[src/rtl/param_method_queue_if.sv]
// ============================================================================
// param_method_queue_if : method-style ports (EN_/RDY_ + arguments) of the queue
// Rev 1.0
// ============================================================================
`default_nettype none

interface param_method_queue_if #(
  parameter int WIDTH = 11
);
  logic [WIDTH-1:0] start_sta_1;
  logic [WIDTH-1:0] start_stb_1;
  logic             EN_start;
  logic             RDY_start;
  logic [WIDTH-1:0] result_stc_1;
  logic [WIDTH-1:0] result;
  logic             RDY_result;
  logic [WIDTH-1:0] check_std_1;
  logic             EN_check;
  logic [WIDTH-1:0] check;
  logic             RDY_check;

  modport master (
    output start_sta_1, start_stb_1, EN_start, result_stc_1, check_std_1, EN_check,
    input  RDY_start, result, RDY_result, check, RDY_check
  );

  modport slave (
    input  start_sta_1, start_stb_1, EN_start, result_stc_1, check_std_1, EN_check,
    output RDY_start, result, RDY_result, check, RDY_check
  );
endinterface

`default_nettype wire

[src/rtl/param_method_queue.sv]
// ============================================================================
// param_method_queue : DEPTH-entry operand queue with combine/accumulate methods
// Rev 1.0
// ============================================================================
`default_nettype none

module param_method_queue #(
  parameter int WIDTH = 11,
  parameter int DEPTH = 4,
  parameter int MODE  = 0
) (
  input  wire logic             CLK,
  input  wire logic             RST_N,
  param_method_queue_if.slave   bus
);
  localparam int                c_AW   = $clog2(DEPTH);
  localparam logic [c_AW:0]     c_FULL = DEPTH[c_AW:0];

  logic [2*WIDTH-1:0] r_mem [DEPTH];
  logic [c_AW-1:0]    r_wr_ptr;
  logic [c_AW-1:0]    r_rd_ptr;
  logic [c_AW:0]      r_count;
  logic [WIDTH-1:0]   r_acc;

  logic               w_not_empty;
  logic               w_not_full;
  logic               w_do_start;
  logic               w_do_check;
  logic [2*WIDTH-1:0] w_head;
  logic [WIDTH-1:0]   w_head_f;
  logic [WIDTH-1:0]   w_result;
  logic [WIDTH-1:0]   w_check;

  function automatic logic [WIDTH-1:0] f_comb(input logic [WIDTH-1:0] x,
                                               input logic [WIDTH-1:0] y);
    if (MODE == 1) return x ^ y;
    else           return x + y;
  endfunction

  assign w_not_empty = (r_count != '0);
  assign w_not_full  = (r_count != c_FULL);
  assign w_do_start  = bus.EN_start && w_not_full;
  assign w_do_check  = bus.EN_check && w_not_empty;

  assign w_head   = r_mem[r_rd_ptr];
  assign w_head_f = f_comb(w_head[2*WIDTH-1:WIDTH], w_head[WIDTH-1:0]);

  // Gate on occupancy so stale/uninitialised storage never reaches the outputs.
  assign w_result = w_not_empty ? f_comb(w_head_f, bus.result_stc_1) : '0;
  assign w_check  = w_not_empty ? f_comb(r_acc, w_head_f ^ bus.check_std_1) : '0;

  assign bus.RDY_start  = w_not_full;
  assign bus.RDY_result = w_not_empty;
  assign bus.RDY_check  = w_not_empty;
  assign bus.result     = w_result;
  assign bus.check      = w_check;

  always_ff @(posedge CLK) begin
    if (w_do_start) r_mem[r_wr_ptr] <= {bus.start_sta_1, bus.start_stb_1};
  end

  always_ff @(posedge CLK or negedge RST_N) begin
    if (!RST_N) begin
      r_wr_ptr <= '0;
      r_rd_ptr <= '0;
      r_count  <= '0;
      r_acc    <= '0;
    end else begin
      if (w_do_start) r_wr_ptr <= r_wr_ptr + 1'b1;
      if (w_do_check) begin
        r_rd_ptr <= r_rd_ptr + 1'b1;
        r_acc    <= w_check;
      end
      if (w_do_start && !w_do_check)      r_count <= r_count + 1'b1;
      else if (!w_do_start && w_do_check) r_count <= r_count - 1'b1;
    end
  end
endmodule

`default_nettype wire

[src/flat_wrapper.sv]
// flat-port wrapper written by rule: the top's interface ports become plain ports
module param_method_queue_flat 
#(
  parameter int WIDTH = 11,
  parameter int DEPTH = 4,
  parameter int MODE  = 0
)
  (CLK, RST_N, bus_start_sta_1, bus_start_stb_1, bus_EN_start, bus_result_stc_1, bus_check_std_1, bus_EN_check, bus_RDY_start, bus_result, bus_RDY_result, bus_check, bus_RDY_check);
  param_method_queue_if #(.WIDTH(WIDTH)) bus_i ();
  input  wire logic CLK;
  input  wire logic RST_N;
  input wire logic [$bits(bus_i.start_sta_1)-1:0] bus_start_sta_1;
  input wire logic [$bits(bus_i.start_stb_1)-1:0] bus_start_stb_1;
  input wire logic [$bits(bus_i.EN_start)-1:0] bus_EN_start;
  input wire logic [$bits(bus_i.result_stc_1)-1:0] bus_result_stc_1;
  input wire logic [$bits(bus_i.check_std_1)-1:0] bus_check_std_1;
  input wire logic [$bits(bus_i.EN_check)-1:0] bus_EN_check;
  output wire logic [$bits(bus_i.RDY_start)-1:0] bus_RDY_start;
  output wire logic [$bits(bus_i.result)-1:0] bus_result;
  output wire logic [$bits(bus_i.RDY_result)-1:0] bus_RDY_result;
  output wire logic [$bits(bus_i.check)-1:0] bus_check;
  output wire logic [$bits(bus_i.RDY_check)-1:0] bus_RDY_check;
  assign bus_i.start_sta_1 = bus_start_sta_1;
  assign bus_i.start_stb_1 = bus_start_stb_1;
  assign bus_i.EN_start = bus_EN_start;
  assign bus_i.result_stc_1 = bus_result_stc_1;
  assign bus_i.check_std_1 = bus_check_std_1;
  assign bus_i.EN_check = bus_EN_check;
  assign bus_RDY_start = bus_i.RDY_start;
  assign bus_result = bus_i.result;
  assign bus_RDY_result = bus_i.RDY_result;
  assign bus_check = bus_i.check;
  assign bus_RDY_check = bus_i.RDY_check;
  param_method_queue #(.WIDTH(WIDTH), .DEPTH(DEPTH), .MODE(MODE)) u_core (.CLK(CLK), .RST_N(RST_N), .bus(bus_i));
endmodule
[config.mk]
export PLATFORM = sky130hd
export DESIGN_NAME = param_method_queue_flat
export DESIGN_NICKNAME = d
export VERILOG_FILES = /design/src/rtl/param_method_queue_if.sv /design/src/rtl/param_method_queue.sv /design/src/flat_wrapper.sv
export SDC_FILE = /design/constraint.sdc
export NUM_CORES = 1
export LEC_CHECK = 0
export ABC_AREA = 0
export CELL_PAD_IN_SITES_DETAIL_PLACEMENT = 0
export CELL_PAD_IN_SITES_GLOBAL_PLACEMENT = 2
export CORE_UTILIZATION = 39
export CTS_CLUSTER_DIAMETER = 40
export DETAILED_ROUTE_END_ITERATION = 8
export PLACE_DENSITY = 0.9
export SLEW_MARGIN = 20
export SYNTH_ARGS = -nofsm -noshare
export SYNTH_HDL_FRONTEND = slang
export SYNTH_SLANG_ARGS = --single-unit
[constraint.sdc]
create_clock -name CLK -period 6.31 [get_ports CLK]
set_input_delay 0.9465 -clock CLK [delete_from_list [all_inputs] [get_ports CLK]]
set_output_delay 0.9465 -clock CLK [all_outputs]
set_load 0.01 [all_outputs]
# Word-level counts from Yosys, hierarchy flattened
# Memory sizes are Yosys's and may differ from the RTL's.
# Index checks and enable logic that the tools add are counted.
# Widths: inputs -> output; s select.
[totals]
register_bits = 18
ram_bits = 88
out_inout_bits = 25
elab_cells = 28
n_memories = 1
[memory_table]
columns = ["memory", "words", "width", "read_ports", "rd_ports_with_merged_regs", "wr", "line_no", "rtl"]
rows = [
  ["u_core.r_mem", 4, 22, 1, 0, 1, "param_method_queue.sv:19", "logic [2*WIDTH-1:0] r_mem [DEPTH];"],
]
[classes]
addsub = 7
eq_ne = 1
mux = 6
bitwise_logic = 1
reduce_logical = 8
[ops]
columns = ["cell", "n"]
rows = [
  ["$add 11x11->11", 3],
  ["$mux 11", 2],
  ["$xor 11x11->11", 1],
  ["$mux 3", 2],
  ["$add 2x1->2 const B", 2],
  ["$logic_and 1x1->1", 4],
  ["$add 3x1->3 const B", 1],
  ["$ne 3x3->1 const B", 1],
  ["$reduce_bool 3->1", 1],
  ["$sub 3x1->3 const B", 1],
  ["$logic_not 1->1", 2],
  ["$mux 1", 2],
  ["$reduce_bool 2->1", 1],
]

# Logic depth before layout (Yosys ltp)
[logic_depth]
word_depth = 6
depth_mapped = 19

# Worst setup path after synthesis
# No wires, ideal clock.
[synth_path]
path_kind = "flip-flop to output port"
start = "reg u_core.r_rd_ptr[0]"
end = "out bus_check[10]"
arrival_time_ps = 4280
path_slack_ps = 1084
stages_incl_launch_ff = 19
path_buffers = 2
cell_sequence = "dfrtp_1 > buf_2 > buf_2 > mux4_2 > fa_1 > a21o_1 > a22oi_1 > nor2b_1 > o21ai_0 > xor2_1 > xor2_1 > ha_1 > nand2_1 > nor2_1 > a221o_1 > a311oi_2 > xnor2_1 > nor2_1 > nor3_2"
[synth_via]
elab_chain_cells = 5
[synth_lines]
columns = ["element", "line_no", "rtl"]
rows = [
  ["start: declaration", "param_method_queue.sv:21", "logic [c_AW-1:0] r_rd_ptr;"],
  ["start signal: assignment", "param_method_queue.sv:71", "r_rd_ptr <= r_rd_ptr + 1'b1;"],
  ["$mem_v2 4x22", "n/a", ""],
  ["$add 11x11->11", "param_method_queue.sv:37", "else return x + y;"],
  ["$xor 11x11->11", "param_method_queue.sv:50", "assign w_check = w_not_empty ? f_comb(r_acc, w_head_f ^ bus.check_std_1) : '0;"],
  ["$add 11x11->11", "param_method_queue.sv:37", ""],
  ["$mux 11", "param_method_queue.sv:50", ""],
  ["end: declaration", "flat_wrapper.sv:21", "output wire logic [$bits(bus_i.check)-1:0] bus_check;"],
]
# Every way passes these cells.

# Worst setup path after layout
# Ends and elaborated chain as after synthesis.

==> results.txt <==
status -> finished clean
highest-count cells in the layout ignoring fill and taps -> 88 x sky130_fd_sc_hd__edfxtp_1, 72 x sky130_fd_sc_hd__clkdlybuf4s50_1, 35 x sky130_fd_sc_hd__ha_1
Placement Cell Area -> 6400 um2
number of distinct standard cells referenced by the synthesized netlist -> 51
area added between synthesis and finish -> 23.6%
maximum buffer depth of the clock tree -> 2
fraction of final layout cells sized beyond drive strength 1 -> 12.7%
Final Max Slew Viols -> 0
count of mapped cells out of synthesis -> 390
kind of end point of the critical path -> output pin
Hold Violations, Final -> 0
Cell Area, Synth -> 5470 um2
number of inserted filler cells in the final layout -> 1180
critical path's slowest cell -> sky130_fd_sc_hd__clkdlybuf4s50_1
skew final -> 0.00622 ns
average cell area after synthesis -> 14.0 um2
CTS buffer count -> 9
GR met1 Demand/Resource -> 21.0%
average via count per standard cell -> 5.12
max-cap check violation count -> 0
number of global-route vias before repair -> 3497
share of synthesized cell area in full adder, half adder and majority cells -> 9.47%
met3 demand-to-capacity share in global routing -> 2.31%
synth warn -> 0
required time at the worst-slack endpoint -> 5.36 ns
worst setup path class -> flop to output pin
starting density of the core -> 40.6%
routed wirelength normalized by instance count -> 16.7 um
clock tree from TritonCTS -> yes
multiplexer area fraction after synthesis -> 9.27%
cell accounting for the most synthesized area -> sky130_fd_sc_hd__edfxtp_1
Critical Path Start Type -> flop
max-slew headroom at the worst pin -> 38.7%
area of the die -> 14500 um2
upper clock frequency limit -> 165 MHz
total track usage -> 16.0%
number of buffers inserted by port buffering -> 72
#FFs+latches synth -> 106
number of iterations in the first detailed-routing pass -> 4
post-synthesis share of cell area spent on xor and xnor gates -> 7.19%
sequential area share after synthesis -> 56.6%
leading cell types by total area after synthesis -> sky130_fd_sc_hd__edfxtp_1 48%, sky130_fd_sc_hd__mux4_2 8.6%, sky130_fd_sc_hd__dfrtp_1 8.2%
area of the core -> 13500 um2
largest stage delay on the critical path -> 0.56 ns
number of antenna-violating nets in the routed design -> 0
buffering stage count on the worst path with inverters included -> 1
leading cell type in the layout, fill and taps excluded -> sky130_fd_sc_hd__edfxtp_1
Placement Rows -> 42
horizontal die dimension -> 120 um
wire length of the first global-routing pass -> 17.7 mm
clock root buffer -> sky130_fd_sc_hd__clkbuf_16
I/O pin count -> 73
number of endpoints failing setup at the final stage -> 0
CP Cell Sequence -> mux4_2 -> ha_1 -> fa_1 -> a21o_1 -> a22oi_2 -> nor2b_2 -> o21ai_0 -> xor2_1 -> xor2_1 -> ha_1 -> nand2_1 -> nor2_1 -> a221o_1 -> a311oi_2 -> xnor2_1 -> nor2_1 -> nor3_2 -> clkdlybuf4s50_1
sum of routed wire length over all layers -> 10.8 mm
count of unresolved DRC violations after routing -> 0
endpoint arrival time on the critical path -> 5.10 ns
Final Non-Filler Cells -> 648
critical-path maximum fanout -> 5
CTS H-tree lvls -> 3
net count after synthesis -> 477
category of cells accounting for the largest share of critical-path delay -> compound AO/OA/AOI/OAI gates
final weighted congestion of routability-driven global placement -> 0.806
period utilisation layout -> 95.8%
final layout net count -> 554
largest net degree at the start of global routing -> 23
path type of the worst min-delay path -> flop to flop
Clock Latency Late Sink -> 0.34 ns
Yosys top cell area share -> 48.3%
pin slew with the least headroom to its limit -> 0.917 ns
count of routing violations after the opening detailed-route iteration -> 138
CTS Sinks -> 106
die extent in y -> 120 um
synthesized-area fraction occupied by and/or/nand/nor cells -> 7.12%
half-perimeter wire length after placement -> 7.95 mm
remaining global-route overflow -> 0
most crowded layer after global routing -> met2
# hold bufs at CTS -> 0
largest family of logic cells by synthesized area -> adder cells
synthesized-area fraction occupied by ao, oa, aoi and oai cells -> 8.35%
fin crit period -> 6.05 ns
diodes inserted -> 0
routed vias -> 3320
final instance area -> 6760 um2
clock-pin slew on the worst setup and hold paths -> 0.07 ns
global-route met2 utilization -> 26.9%
Placed Cells incl. Taps -> 631
number of antenna violations at the first check in global routing -> 0
-- sequential cells by signal, indices dropped and copies added (netlist names) --
| register | count |
|---|---|
| u_core.r_acc | 11 |
| u_core.r_wr_ptr | 2 |
| u_core.r_count | 3 |
| u_core.r_rd_ptr | 2 |
| u_core.r_mem | 88 |
-- worst paths after layout --
kind,endpoint,start,cells past startpoint,slack (ns)
worst max-delay path,bus_check[10],u_core.r_rd_ptr[0]$_DFFE_PN0P_,18,0.26
worst min register to register,u_core.r_acc[9]$_DFFE_PN0P_,u_core.r_acc[9]$_DFFE_PN0P_,2,0.49
worst min-delay path,u_core.r_acc[9]$_DFFE_PN0P_,u_core.r_acc[9]$_DFFE_PN0P_,2,0.49
worst max register to register,u_core.r_acc[10]$_DFFE_PN0P_,u_core.r_rd_ptr[0]$_DFFE_PN0P_,17,1.97
min in group asynchronous,u_core.r_acc[8]$_DFFE_PN0P_,RST_N,1,1.12
max in group asynchronous,u_core.r_rd_ptr[0]$_DFFE_PN0P_,RST_N,1,4.57
-- repair_timing --
| action | 4_1_cts | 5_1_grt |
|---|---|---|
| endpoints found under the setup margin | 1 | 2 |
| setup buffers | 0 | 1 |
| gates resized for setup | 2 | 6 |
-- per-layer routing --
| layer | wire length (um) | up-vias |
|---|---|---|
| li1 | - | 1619 |
| met1 | 5130 | 1629 |
| met2 | 5150 | 61 |
| met3 | 381 | 11 |
| met4 | 157 | 0 |
| met5 | 0 | - |
-- area by class of cell --
cell class | instances | area (um2) | share of cell area (%)
repair buffers | 77 | 771 | 11.4
well taps | 176 | 220 | 3.26
multi-input cells | 257 | 2290 | 34.0
clock buffers | 10 | 229 | 3.39
inverters | 16 | 60.1 | 0.889
flip-flops and latches | 106 | 3090 | 45.8
clock inverters | 6 | 88.8 | 1.31
-- per-stage QoR --
| step | TNS (ns) | hold WS, ns | utilization [%] | worst slack (ns) |
|---|---|---|---|---|
| final | 0 | 0.491 | 50.2 | 0.264 |
| after global routing | -0.00400 | 0.532 | 50.2 | -0.00400 |
| after CTS | 0 | 0.506 | 50.0 | 0.0848 |
| after detailed placement | 0 | 0.490 | 47.6 | 0.317 |
| after global placement | 0 | 0.472 | 47.5 | 0.376 |
| after floorplan | 0 | 0.456 | - | 1.08 |
-- kinds of logic after synthesis --
logic type / after synthesis
XOR/XNOR: 44
AO/OA/AOI/OAI: 71
flip-flops: 106
adder cells (fa/ha/maj): 39
buffers and inverters: 27
multiplexers: 24
AND/OR/NAND/NOR: 79
-- Yosys cell counts, drive strengths merged --
library cell,number
edfxtp,88
ha,35
nor2,28
o21ai,26
xnor2,22
xor2,22
mux4,21
dfrtp,18
nand2,18
a21oi,16
inv,16
nor3,7
and3,6
buf,6
o21a,6
a21o,5
clkbuf,5
nand2b,5
and2,4
fa,4
nor2b,4
mux2,3
o21bai,3
a22o,2
a31oi,2
or4,2
a211o,1
a211oi,1
a221o,1
a22oi,1
a311oi,1
a41oi,1
nand3,1
nand4,1
nor3b,1
o211a,1
o221ai,1
o22ai,1
o311ai,1
o31a,1
or2b,1
or3,1
-- worst register-to-register path, stage by stage (launching register included) --
cell	delay, ns
sky130_fd_sc_hd__dfrtp_2	0.46
sky130_fd_sc_hd__mux4_2	0.52
sky130_fd_sc_hd__ha_1	0.24
sky130_fd_sc_hd__fa_1	0.41
sky130_fd_sc_hd__a21o_1	0.20
sky130_fd_sc_hd__a22oi_2	0.17
sky130_fd_sc_hd__nor2b_2	0.20
sky130_fd_sc_hd__o21ai_0	0.11
sky130_fd_sc_hd__xor2_1	0.24
sky130_fd_sc_hd__xor2_1	0.17
sky130_fd_sc_hd__ha_1	0.29
sky130_fd_sc_hd__nand2_1	0.08
sky130_fd_sc_hd__nor2_1	0.05
sky130_fd_sc_hd__a221o_1	0.35
sky130_fd_sc_hd__a311oi_2	0.26
sky130_fd_sc_hd__xnor2_1	0.20
sky130_fd_sc_hd__nand3_1	0.13
sky130_fd_sc_hd__xnor2_1	0.14
Power is left out: the tool's default activity adds up to more than one toggle a clock period on the data nets, which glitch-free logic cannot reach.
